<file path="config.mk">
export PLATFORM = sky130hd
export DESIGN_NAME = serial_adder
export DESIGN_NICKNAME = d
export VERILOG_FILES = /design/src/rtl/adder_pkg.sv /design/src/rtl/add_digit.sv /design/src/rtl/serial_adder.sv
export SDC_FILE = /design/constraint.sdc
export NUM_CORES = 1
export LEC_CHECK = 0
export CAP_MARGIN = 20
export CORE_ASPECT_RATIO = 2
export CORE_MARGIN = 4
export CORE_UTILIZATION = 45
export CTS_CLUSTER_DIAMETER = 100
export DETAILED_ROUTE_END_ITERATION = 8
export GPL_TIMING_DRIVEN = 0
export MAX_ROUTING_LAYER = met4
export PLACE_DENSITY_LB_ADDON = 0.25
export SLEW_MARGIN = 25
export SYNTH_ARGS = -nofsm -noshare
export SYNTH_HDL_FRONTEND = slang
export SYNTH_SLANG_ARGS = --single-unit
</file>
<file path="constraint.sdc">
create_clock -name clk -period 2 [get_ports clk]
set_input_delay 0.4 -clock clk [delete_from_list [all_inputs] [get_ports clk]]
set_output_delay 0.4 -clock clk [all_outputs]
set_load 0.01 [all_outputs]
</file>
<file path="src/rtl/adder_pkg.sv">
// Shared types and sizing helpers for the digit-serial adder.
package adder_pkg;

    typedef enum logic [1:0] {
        IDLE = 2'd0,
        RUN  = 2'd1,
        DONE = 2'd2
    } state_t;

    // Counter width for n digits; never narrower than one bit.
    function automatic int unsigned clog2(input int unsigned n);
        int unsigned r;
        r = $clog2(n);
        return (r < 1) ? 1 : r;
    endfunction

endpackage

</file>
<file path="src/rtl/add_digit.sv">
// Combinational ripple of DIGIT one-bit full-adder cells; also exposes the carry into the top bit.
module add_digit #(
    parameter int unsigned DIGIT = 4
) (
    input  logic [DIGIT-1:0] a_i,
    input  logic [DIGIT-1:0] b_i,
    input  logic             cin_i,
    output logic [DIGIT-1:0] sum_c_o,
    output logic             cout_c_o,
    output logic             ctop_c_o
);

    logic [DIGIT:0] carry;

    always_comb begin
        carry    = '0;
        sum_c_o  = '0;
        carry[0] = cin_i;
        for (int i = 0; i < int'(DIGIT); i++) begin
            sum_c_o[i]   = a_i[i] ^ b_i[i] ^ carry[i];
            carry[i + 1] = (a_i[i] & b_i[i]) | (carry[i] & (a_i[i] ^ b_i[i]));
        end
    end

    assign cout_c_o = carry[DIGIT];
    assign ctop_c_o = carry[DIGIT-1];

endmodule

</file>
<file path="src/rtl/serial_adder.sv">
// Digit-serial adder/subtractor: DIGIT bits per clock, WIDTH/DIGIT cycles per operation,
// start/busy/done handshake, result held until the next accepted start.
module serial_adder
    import adder_pkg::*;
#(
    parameter int unsigned WIDTH = 32,
    parameter int unsigned DIGIT = 4
) (
    input  logic             clk,
    input  logic             clrn,
    input  logic             start,
    input  logic             sub,
    input  logic [WIDTH-1:0] a,
    input  logic [WIDTH-1:0] b,
    input  logic             ci,
    output logic             busy,
    output logic             done,
    output logic [WIDTH-1:0] s,
    output logic             co,
    output logic             ovf
);

    localparam int unsigned N     = WIDTH / DIGIT;
    localparam int unsigned CNT_W = clog2(N);

    if ((DIGIT == 0) || (DIGIT > WIDTH) || ((WIDTH % DIGIT) != 0)) begin : g_bad_param
        $error("serial_adder: WIDTH must be a non-zero multiple of DIGIT");
    end

    state_t             state_q, state_d;
    logic [CNT_W-1:0]   cnt_q, cnt_d;
    logic [WIDTH-1:0]   a_q, a_d;
    logic [WIDTH-1:0]   b_q, b_d;
    logic               carry_q, carry_d;
    logic [WIDTH-1:0]   s_q, s_d;
    logic               co_q, co_d;
    logic               ovf_q, ovf_d;
    logic               busy_q, busy_d;
    logic               done_q, done_d;

    logic [DIGIT-1:0]   dsum;
    logic               dcout;
    logic               dctop;

    // One digit slice of the datapath, fed from the low end of the operand shift registers.
    add_digit #(
        .DIGIT (DIGIT)
    ) u_add_digit (
        .a_i      (a_q[DIGIT-1:0]),
        .b_i      (b_q[DIGIT-1:0]),
        .cin_i    (carry_q),
        .sum_c_o  (dsum),
        .cout_c_o (dcout),
        .ctop_c_o (dctop)
    );

    always_ff @(posedge clk) begin
        if (!clrn) begin
            state_q <= IDLE;
            cnt_q   <= '0;
            a_q     <= '0;
            b_q     <= '0;
            carry_q <= 1'b0;
            s_q     <= '0;
            co_q    <= 1'b0;
            ovf_q   <= 1'b0;
            busy_q  <= 1'b0;
            done_q  <= 1'b0;
        end else begin
            state_q <= state_d;
            cnt_q   <= cnt_d;
            a_q     <= a_d;
            b_q     <= b_d;
            carry_q <= carry_d;
            s_q     <= s_d;
            co_q    <= co_d;
            ovf_q   <= ovf_d;
            busy_q  <= busy_d;
            done_q  <= done_d;
        end
    end

    always_comb begin
        state_d = state_q;
        cnt_d   = cnt_q;
        a_d     = a_q;
        b_d     = b_q;
        carry_d = carry_q;
        s_d     = s_q;
        co_d    = co_q;
        ovf_d   = ovf_q;
        busy_d  = 1'b0;
        done_d  = 1'b0;

        unique case (state_q)
            IDLE: begin
                if (start) begin
                    // Subtraction is a + ~b + 1; the incoming ci is ignored in that mode.
                    a_d     = a;
                    b_d     = b ^ {WIDTH{sub}};
                    carry_d = sub ? 1'b1 : ci;
                    cnt_d   = '0;
                    busy_d  = 1'b1;
                    state_d = RUN;
                end
            end

            RUN: begin
                a_d     = a_q >> DIGIT;
                b_d     = b_q >> DIGIT;
                s_d     = (s_q >> DIGIT) | (WIDTH'(dsum) << (WIDTH - DIGIT));
                carry_d = dcout;
                cnt_d   = cnt_q + CNT_W'(1);
                if (cnt_q == CNT_W'(N - 1)) begin
                    co_d    = dcout;
                    ovf_d   = dctop ^ dcout;
                    done_d  = 1'b1;
                    state_d = DONE;
                end else begin
                    busy_d  = 1'b1;
                end
            end

            DONE: begin
                state_d = IDLE;
            end

            default: begin
                state_d = IDLE;
            end
        endcase
    end

    assign busy = busy_q;
    assign done = done_q;
    assign s    = s_q;
    assign co   = co_q;
    assign ovf  = ovf_q;

endmodule

</file>
# Word-level counts from Yosys, hierarchy flattened
# Index checks and enable logic that the tools add are counted.
dict set report op_classes {
  eq_ne 4
  add_sub_neg 1
  n_bitwise 23
  n_reduce_logical 6
  mux 16
}
# cell n
set ops {}
lappend ops {{$pmux W32 S2} 2}
lappend ops {{$mux W32} 2}
lappend ops {{$or A28 B32 Y32} 1}
lappend ops {{$xor A32 B32 Y32} 1}
lappend ops {{$xor A1 B1 Y1} 9}
lappend ops {{$and A1 B1 Y1} 8}
lappend ops {{$reduce_and A2 Y1} 4}
lappend ops {{$pmux W3 S2} 1}
lappend ops {{$mux W1} 5}
lappend ops {{$mux W2} 2}
lappend ops {{$ne A2 B2 Y1 const B} 2}
lappend ops {{$or A1 B1 Y1} 4}
lappend ops {{$pmux W1 S2} 2}
lappend ops {{$pmux W2 S2} 1}
lappend ops {{$add A3 B1 Y3 const B} 1}
lappend ops {{$eq A3 B3 Y1 const B} 1}
lappend ops {{$mux W3} 1}
lappend ops {{$eq A2 B1 Y1 const B} 1}
lappend ops {{$logic_not A2 Y1} 1}
lappend ops {{$reduce_bool A2 Y1} 1}
dict set report totals {
  input_bits 69
  reg_bits 106
}

# Depth between registers and ports, before layout
# Gate-level depths: netlist of the first run.
dict set report logic_depth {
  depth_word 10
  mapped_depth 10
  mapped_depth_nobuf 10
}

# Modules after synthesis
# From an unflattened synthesis of the first run, not the netlist that was laid out.
dict set report unflattened {
  hier_cells 511
  hier_area_um2 4655.7
}
# mod area_per_inst_um2 n_inst cells_each
set by_module_without_submodules {}
lappend by_module_without_submodules {serial_adder 4545.6 1 499}
lappend by_module_without_submodules {add_digit 110.1 1 12}

# Worst setup path before layout of the first run
# Ideal clock, no wire load.
dict set report synth_path {
  path_kind {reg-to-reg}
  startpoint {reg a_q[0]}
  endpoint {reg s_q[31], in the netlist s[31]}
  setup_time_ps 86
  setup_slack_ps -76
  path_buffers 0
  t_arrival_ps 1991
  path_stages_with_launch 9
  path_cell_list {dfxtp_1 fa_1 inv_1 fa_1 inv_1 fa_1 inv_1 fa_1 a211oi_1}
}
dict set report synth_via {
  elab_chain_len 9
  word_cells_on_any_way 10
}
# element line
set synth_lines {}
lappend synth_lines {{start: declaration} serial_adder.sv:32} ;# logic [WIDTH-1:0] a_q, a_d;
lappend synth_lines {{start signal: assignment} serial_adder.sv:61} ;# a_q <= '0;
lappend synth_lines {{start signal: assignment} serial_adder.sv:72} ;# a_q <= a_d;
lappend synth_lines {{$xor A1 B1 Y1} add_digit.sv:21} ;# carry[i + 1] = (a_i[i] & b_i[i]) | (carry[i] & (a_i[i] ^ b_i[i]));
lappend synth_lines {{$and A1 B1 Y1} add_digit.sv:21}
lappend synth_lines {{$or A1 B1 Y1 *} add_digit.sv:21}
lappend synth_lines {{$and A1 B1 Y1 *} add_digit.sv:21}
lappend synth_lines {{$or A1 B1 Y1 *} add_digit.sv:21}
lappend synth_lines {{$and A1 B1 Y1 *} add_digit.sv:21}
lappend synth_lines {{$or A1 B1 Y1 *} add_digit.sv:21}
lappend synth_lines {{$xor A1 B1 Y1 *} add_digit.sv:20} ;# sum_c_o[i] = a_i[i] ^ b_i[i] ^ carry[i];
lappend synth_lines {{$or A28 B32 Y32 *} serial_adder.sv:111} ;# s_d = (s_q >> DIGIT) | (WIDTH'(dsum) << (WIDTH - DIGIT));
lappend synth_lines {{end signal: assignment} serial_adder.sv:64} ;# s_q <= '0;
lappend synth_lines {{end signal: assignment} serial_adder.sv:75} ;# s_q <= s_d;
lappend synth_lines {{end: declaration} serial_adder.sv:35} ;# logic [WIDTH-1:0] s_q, s_d;
# Every way passes the cells marked *; elsewhere a longest branch is shown, timed or not.
# A chain may end at the register's enable or synchronous reset.

# Worst setup path in the final report of the first run
dict set report layout_path {
  startpoint {reg b_q[0]}
  endpoint {reg s_q[31], in the netlist s[31]}
}
dict set report layout_via {
  elab_chain_len 9
  word_cells_on_any_way 10
}
# element line
set layout_lines {}
lappend layout_lines {{start: declaration} serial_adder.sv:33} ;# logic [WIDTH-1:0] b_q, b_d;
lappend layout_lines {{start signal: assignment} serial_adder.sv:62} ;# b_q <= '0;
lappend layout_lines {{start signal: assignment} serial_adder.sv:73} ;# b_q <= b_d;
lappend layout_lines {{$xor A1 B1 Y1} add_digit.sv:21}
lappend layout_lines {{$and A1 B1 Y1} add_digit.sv:21}
lappend layout_lines {{$or A1 B1 Y1 *} add_digit.sv:21}
lappend layout_lines {{$and A1 B1 Y1 *} add_digit.sv:21}
lappend layout_lines {{$or A1 B1 Y1 *} add_digit.sv:21}
lappend layout_lines {{$and A1 B1 Y1 *} add_digit.sv:21}
lappend layout_lines {{$or A1 B1 Y1 *} add_digit.sv:21}
lappend layout_lines {{$xor A1 B1 Y1 *} add_digit.sv:20}
lappend layout_lines {{$or A28 B32 Y32 *} serial_adder.sv:111}
# Marks and branches as above.

==> key figures, run 1 <==
Placed design
  • Detailed Place HPWL: 8731 µm
  • RD Place Congestion: a little over 0.8
  • Post-Place Setup Slack: -0.2401 ns
  • Post-DP Area: 5553 µm²
  • IO buf count: 102

Cells and area
  • Area Overhead vs Synth: 35.24%
  • Final nets: 680
  • Post-Layout Inst Area: 5906 µm²
  • Fraction of layout cells with a size suffix above 1: 10.51%
  • Antenna diodes: 0

Detailed routing
  • 1st-iter DRT viols: 245
  • DRC: 0
  • Routed Antenna Nets: 0
  • DRT Pass-1 Iters: 4
  • Vias: 3962
  • Number of vias per cell: 5.361
  • Total routed wirelength: 11270 µm
  • WL/cell: 15.25 µm

Setup path
  • Worst EP required: 2.26 ns
  • Most frequent CP cell: fa_2
  • Worst setup SP type: register
  • Endpoint type of the worst setup path: register
  • Worst path top cell family by delay: adder cells
  • Worst path cell trace: fa_2 > inv_2 > fa_2 > inv_2 > fa_2 > inv_2 > fa_2 > a211oi_2
  • Max stage delay on crit path: 0.43 ns
  • Setup CP Type: reg -> reg
  • CP max-delay cell: fa_2
  • CP Max Fanout: 2
  • Critical Path AT: 2.36 ns
  • WP buf/inv: 3

GRT
  • Vias in the first global route: 3810
  • Initial antenna violation count: 0
  • Overflow after GRT: 0
  • Largest net degree at the start of global routing: 17
  • Tot GR Track Use: 20.20%
  • First-pass GRT wire length: about 18000 µm

CTS
  • Root Driver: clkbuf_16
  • Max clock buf depth: 2
  • Clock Latency Late Sink: around 0.35 ns
  • CTS tree: yes
  • H-Tree Depth: 3
  • Worst-path clk slew: 0.06 ns
  • Total CTS buffers: 9
  • CTS sink cnt: 106

STA
  • Final period utilization: 104.8%
  • Slew @ Worst Pin: 0.4947 ns
  • Fin Hold WS: 0.4559 ns
  • RSZ-0062 raised after global routing: yes
  • Fin. Hold Viols: 0
  • Fin. max-slew vios: 0
  • Layout Skew: 0.005940 ns
  • FMAX: 0.4771 GHz
  • Slew HR: 67.02%
  • Final count of negative-setup-slack endpoints: 3
  • Setup WS post-layout: -0.09619 ns
  • Final min period: 2.096 ns

Synthesis
  • Mapped Area: 4367 µm²
  • Synthesized net count: 565
  • Synth Register Bits: 106
  • Seq/Total Area, Yosys: 48.60%
  • Synthesized area per cell: 8.912 µm²
  • Netlist cell types: 37
  • Ys Warns: 0
  • Post-Synthesis Cells: 490

Power
  • Internal: 0.003674 W
  • Clock share of power: a little under two fifths
  • Sequential share of power: between 40% and 50%
  • Combinational Power Share: 14.3%
  • Pleak: approximately 2.1 nW
  • P per Cell Area: 817.2 nW/µm²
  • Sw Ratio: 23.87%
  • Sw Pwr: 0.001152 W
  • Worst VDD drop: ~520 µV

Floorplanning
  • Die Y: between 100 and 150 µm
  • I/O Pins: 105
  • Initial Utilization: 46.23%
  • Die ar.: about 11000 µm²
  • Die X: 77.66 µm
  • Rows: 50
  • Placeable Area: 9447 µm²

Min path
  • Hold Path Class: reg -> reg

Job
  • Number of max-cap violations: 0

Outcome
  • Failing checks: negative setup slack
  • Run status: finished, violations left
## worst min-delay path, stage by stage (launching register included)
cell and delay (ns):
dfxtp_1 0.31, nand2_1 0.05, a21oi_1 0.05
## power by group through the flow
stage          registers (W)  clock network [W]  logic [W]
2_1_floorplan        0.00234                  0   0.000394
3_3_place_gp         0.00235                  0   0.000656
4_1_cts              0.00231            0.00185   0.000687
3_5_place_dp         0.00235                  0   0.000675
6_report             0.00231            0.00183   0.000688
5_1_grt              0.00232            0.00194   0.000754
## cell families after synthesis
logic type | share of synthesized area (%)
adder cells (fa/ha/maj) | 2.407
AND/OR/NAND/NOR | 11.18
buffers and inverters | 6.533
flip-flops | 48.60
multiplexers | 0.2292
XOR/XNOR | 6.619
AO/OA/AOI/OAI | 24.44
## synth_stat cells
master,number,area (µm²)
a221oi_1,2,17.52
buf_1,4,15.01
o21bai_1,1,7.510
dfxtp_1,106,2122
a22oi_1,11,82.58
buf_2,12,60.06
nand2b_1,1,6.260
nand2_1,64,240.2
nand4bb_1,1,11.26
xor2_1,4,35.03
a21oi_1,59,295.3
buf_6,1,11.26
o22ai_1,29,181.4
nor4b_1,1,8.760
o21ai_1,3,15.01
nand2b_2,1,8.760
buf_4,15,112.6
a211oi_1,15,112.6
clkbuf_1,12,45.04
xnor2_1,29,254.0
a221o_1,8,80.08
fa_1,4,80.08
inv_1,8,30.03
mux2i_1,1,10.01
nor2_2,2,12.51
inv_2,3,11.26
o21ba_1,1,10.01
nor2b_1,1,6.260
a311oi_1,1,8.760
o221ai_1,8,70.07
nor3_1,2,10.01
ha_1,2,25.02
nand3_1,9,45.04
nor2_1,32,120.1
nor3b_4,1,18.77
o221a_2,1,11.26
o21ai_0,35,175.2
## through the flow
step,total power [W],utilization (%),TNS (ns),cells
after floorplan,0.002734,-,-0.03504,490
after CTS,0.004848,62.33,-0.1989,738
after detailed placement,0.003028,58.78,-0.8143,722
after global placement,0.003005,58.78,-0.5680,722
after global routing,0.005014,62.52,-0.4834,739
final,0.004826,62.52,-0.1842,739
## final timing paths
kind,from,end,slack [ns],depth (start not counted)
max,b_q[0],s[31],-0.1,8
min,s[1],s[1],0.46,2
max reg2reg,b_q[0],s[31],-0.1,8
min reg2reg,s[1],s[1],0.46,2
## registers in the layout, indices dropped and copies added (netlist names)
register	cells
ovf	1
b_q	32
co	1
carry_q	1
state_q	2
done	1
a_q	32
cnt_q	3
s	32
busy	1
## timing repair
| action | CTS | global route |
|---|---|---|
| pin swaps | 2 | 2 |
| hold buffers | 0 | 0 |
| setup buffers | 1 | 1 |
| cloned | 0 | 0 |
| setup endpoints to repair | 4 | 4 |
| resized for setup | 10 | 2 |
## per-layer routing
metal | GRT usage, % | routed length, µm | up-vias
met2 | 37.07 | 6300 | 124
met3 | 2.699 | 447 | 27
met4 | 11.41 | 391 | 0
li1 | - | - | 1957
met5 | - | 0 | -
met1 | 19.84 | 4129 | 1854
## cell usage in the layout, fill, tap and decap left out, drive strengths merged, types with 2 or more instances in the layout
cell type      instances
a211oi                15
xor2                   4
a221o                  8
nand3                  9
o221ai                 8
o22ai                 29
clkdlybuf4s50        102
o21ai                 38
inv                   11
clkbuf                22
ha                     2
a21oi                 59
nor3                   2
dfxtp                106
fa                     4
a22oi                 11
nand2                 64
xnor2                 29
bufinv                 2
buf                   34
clkinvlp               2
nand2b                 2
nor2                  34
a221oi                 2
## cell type report
cell class / count / area, µm²
Fill cell: 832 / 3541
Sequential cell: 106 / 2127
Multi-Input combinational cell: 329 / 1986
Timing Repair Buffer: 104 / 1036
Buffer: 44 / 244.0
Clock buffer: 10 / 229.0
Tap cell: 130 / 162.7
Clock inverter: 5 / 80.08
Inverter: 11 / 41.29
No activity file was read; power rests on OpenSTA's default activity.
==> inputs of run 2 (changes only) <==
--- a/config.mk
+++ b/config.mk
@@ -13,7 +13,7 @@
 export DETAILED_ROUTE_END_ITERATION = 8
 export GPL_TIMING_DRIVEN = 0
 export MAX_ROUTING_LAYER = met4
-export PLACE_DENSITY_LB_ADDON = 0.25
+export PLACE_DENSITY = 0.84
 export SLEW_MARGIN = 25
 export SYNTH_ARGS = -nofsm -noshare
 export SYNTH_HDL_FRONTEND = slang
==> constraint.sdc (replaced) <==
create_clock -name clk -period 2 [get_ports clk]
set_input_delay 0.4 -clock clk [delete_from_list [all_inputs] [get_ports clk]]
set_output_delay 0.4 -clock clk [all_outputs]
set_load 0.05 [all_outputs]
==> run 2 against run 1 <==
The flow still finishes with violations (negative setup slack); wire length grew 7.0%; non-clock buffer count shrank 1; maximum frequency shrank 0.97%; sequential cell count is the same; die area is the same; sequential share of layout area grew 0.28 points; first-iteration DRC count grew 30%; power shrank 2.3%; clock skew shrank 0.0016 ns; clock power shrank 9%; final cell count is the same; via count grew 4.1%; highest routed layer unchanged.
==> key figures, run 2 (synthesis results as in run 1) <==
Floorplanning
  • Rows: 50 (unchanged)
  • Die Y: 147.3 µm (unchanged)
  • I/O Pins: 105 (unchanged)
  • Die ar.: 11440 µm² (unchanged)
  • Placeable Area: 9447 µm² (unchanged)
  • Die X: 77.66 µm (unchanged)
  • Initial Utilization: 46.23% (unchanged)

Detailed routing
  • DRC: 0 (unchanged)
  • Vias: 4125 (+4.1%)
  • DRT Pass-1 Iters: 5 (+1)
  • WL/cell: 16.32 µm (+7.0%)
  • 1st-iter DRT viols: 318 (+30%)
  • Routed Antenna Nets: 0 (unchanged)
  • Total routed wirelength: 12060 µm (+7.0%)
  • Number of vias per cell: 5.582 (+4.1%)

STA
  • Fin. Hold Viols: 0 (unchanged)
  • Setup TNS Final: -0.3071 ns (-0.1229 ns)
  • Fin. max-slew vios: 0 (unchanged)
  • FMAX: 0.4724 GHz (-0.97%)
  • Final count of negative-setup-slack endpoints: 3 (unchanged)
  • Slew HR: 65.46% (-1.6 points)
  • Layout Skew: 0.004327 ns (-0.001613 ns)
  • Setup WS post-layout: -0.1167 ns (-0.02051 ns)
  • Slew @ Worst Pin: 0.5165 ns (+0.02177 ns)
  • Final min period: 2.117 ns (+0.02051 ns)
  • Final period utilization: 105.8% (+1.0 points)
  • RSZ-0062 raised after global routing: yes

Setup path
  • Worst EP required: 2.26 ns (about the same)
  • Max stage delay on crit path: 0.43 ns (about the same)
  • Setup CP Type: reg -> reg
  • Worst path top cell family by delay: adder cells
  • Worst path cell trace: fa_2 > inv_2 > fa_2 > inv_2 > fa_2 > inv_2 > fa_2 > a211oi_2
  • Worst setup SP type: register
  • Critical Path AT: 2.38 ns (+0.02 ns)
  • WP buf/inv: 3 (unchanged)
  • CP Max Fanout: 2 (unchanged)
  • CP max-delay cell: fa_2
  • Endpoint type of the worst setup path: register
  • Most frequent CP cell: fa_2

Power
  • Clock share of power: 35.3% (-2.6 points)
  • Worst VDD drop: 649.1 µV (+24%)
  • Sw Pwr: 0.001187 W (+3.0%)
  • Combinational Power Share: 15.6% (+1.3 points)
  • Pleak: 2.067 nW (-0.77%)
  • Sw Ratio: 25.17% (+1.3 points)
  • Sequential share of power: 49.1% (+1.3 points)
  • Internal: 0.003530 W (-3.9%)
  • P per Cell Area: 804.5 nW/µm² (-1.6%)

CTS
  • Root Driver: clkbuf_16
  • Max clock buf depth: 2 (unchanged)
  • H-Tree Depth: 3 (unchanged)
  • CTS sink cnt: 106 (unchanged)
  • Clock Latency Late Sink: 0.34 ns (about the same)
  • Hold buffers post-CTS: 0 (unchanged)
  • CTS tree: yes
  • Total CTS buffers: 9 (unchanged)
  • Worst-path clk slew: 0.06 ns (about the same)

Cells and area
  • Commonest non-fill, non-tap cell in the layout: dfxtp_1
  • Finished Core Util: 62.07% (-0.45 points)
  • Fraction of layout cells with a size suffix above 1: 10.18% (-0.33 points)
  • Final nets: 679 (-0.15%)
  • Most frequent cells in the layout: 103 x dfxtp_1, 102 x clkdlybuf4s50_1, 64 x nand2_1, 59 x a21oi_1, 35 x o21ai_0
  • Area Overhead vs Synth: 34.27%
  • Cell Count, Final, Fillers Out: 739 (unchanged)
  • Antenna diodes: 0 (unchanged)
  • Post-Layout Inst Area: 5863 µm² (-0.72%)

Job
  • Number of max-cap violations: 0 (unchanged)

Min path
  • Hold Path Class: reg -> reg

Placed design
  • RD Place Congestion: 0.8440 (+2.7%)
  • Detailed Place HPWL: 9093 µm (+4.1%)
  • Placed Cells: 722 (unchanged)
  • Post-DP Area: 5553 µm² (unchanged)
  • Post-Place Setup Slack: -0.1866 ns (+0.05346 ns)
  • IO buf count: 102 (unchanged)

GRT
  • Largest net degree at the start of global routing: 16 (-1)
  • Overflow after GRT: 0 (unchanged)
  • Initial antenna violation count: 0 (unchanged)
  • First-pass GRT wire length: 18800 µm (+5.7%)
  • Vias in the first global route: 4084 (+7.2%)
  • Tot GR Track Use: 21.40% (+1.2 points)

Outcome
  • Run status: finished, violations left
  • Failing checks: negative setup slack
run 2: changes by cell type in the layout (fill, tap and decap cells not counted), sizes merged:
cell	before	now
buf	34	33
bufinv	2	0
clkbuf	22	26
clkinv	1	2
clkinvlp	2	0
run 2: worst register-to-register path: cells and delay by family (launching register included):
kind,cells,cell delay (ns)
buf+inv,3,0.18
fa+ha+maj,4,1.33
flops,1,0.36
compound gates,1,0.18
run 2: per-layer routing:
| layer | track usage (%) | part of all wire (%) |
|---|---|---|
| met5 | - | 0 |
| met1 | 19.48 | 34 |
| met4 | 15.06 | 5.6 |
| met3 | 2.699 | 4.6 |
| met2 | 39.69 | 56 |
run 2: area by class of cell:
type / instances / area [µm²]
plain buffers: 44 / 244.0
clock buffers: 14 / 274.0
clock inverters: 2 / 10.01
fillers: 794 / 3583
inverters: 11 / 41.29
multi-input cells: 329 / 1974
flip-flops and latches: 106 / 2128
well taps: 130 / 162.7
repair buffers: 103 / 1028
run 2: timing repair:
action                     4_1_cts  5_1_grt
buffers inserted                 1        0
pin swaps                        1        0
gates resized for setup          9        2
setup endpoints to repair        4        4
hold endpoints to repair         0        0
run 2: final timing paths:
| check | endpoint | slack (ns) | startpoint | cells after the start |
|---|---|---|---|---|
| worst max register to register | s[31] | -0.12 | b_q[0] | 8 |
| worst min register to register | s[1] | 0.46 | s[1] | 2 |
| worst max-delay path | s[31] | -0.12 | b_q[0] | 8 |
| worst min-delay path | s[1] | 0.46 | s[1] | 2 |
run 2: power groups by stage:
stage | sequential [W] | combinational, W | clock, W
2_1_floorplan | 0.00238 | 0.000394 | 0
3_3_place_gp | 0.00235 | 0.000690 | 0
3_5_place_dp | 0.00236 | 0.000716 | 0
4_1_cts | 0.00231 | 0.000729 | 0.00168
5_1_grt | 0.00233 | 0.000794 | 0.00176
6_report | 0.00232 | 0.000736 | 0.00166
run 2: metrics by stage:
step | hold WS [ns] | power, W
3_3_place_gp | 0.4430 | 0.003039
5_1_grt | 0.4850 | 0.004876
3_5_place_dp | 0.4565 | 0.003071
6_report | 0.4603 | 0.004717
2_1_floorplan | 0.4537 | 0.002773
4_1_cts | 0.4653 | 0.004719
==> inputs of run 3 (changes only) <==
--- a/config.mk
+++ b/config.mk
@@ -5,7 +5,6 @@
 export SDC_FILE = /design/constraint.sdc
 export NUM_CORES = 1
 export LEC_CHECK = 0
-export CAP_MARGIN = 20
 export CORE_ASPECT_RATIO = 2
 export CORE_MARGIN = 4
 export CORE_UTILIZATION = 45
==> results of run 3 <==
No change in the layout: final DEF, timing and power equal those of run 2.
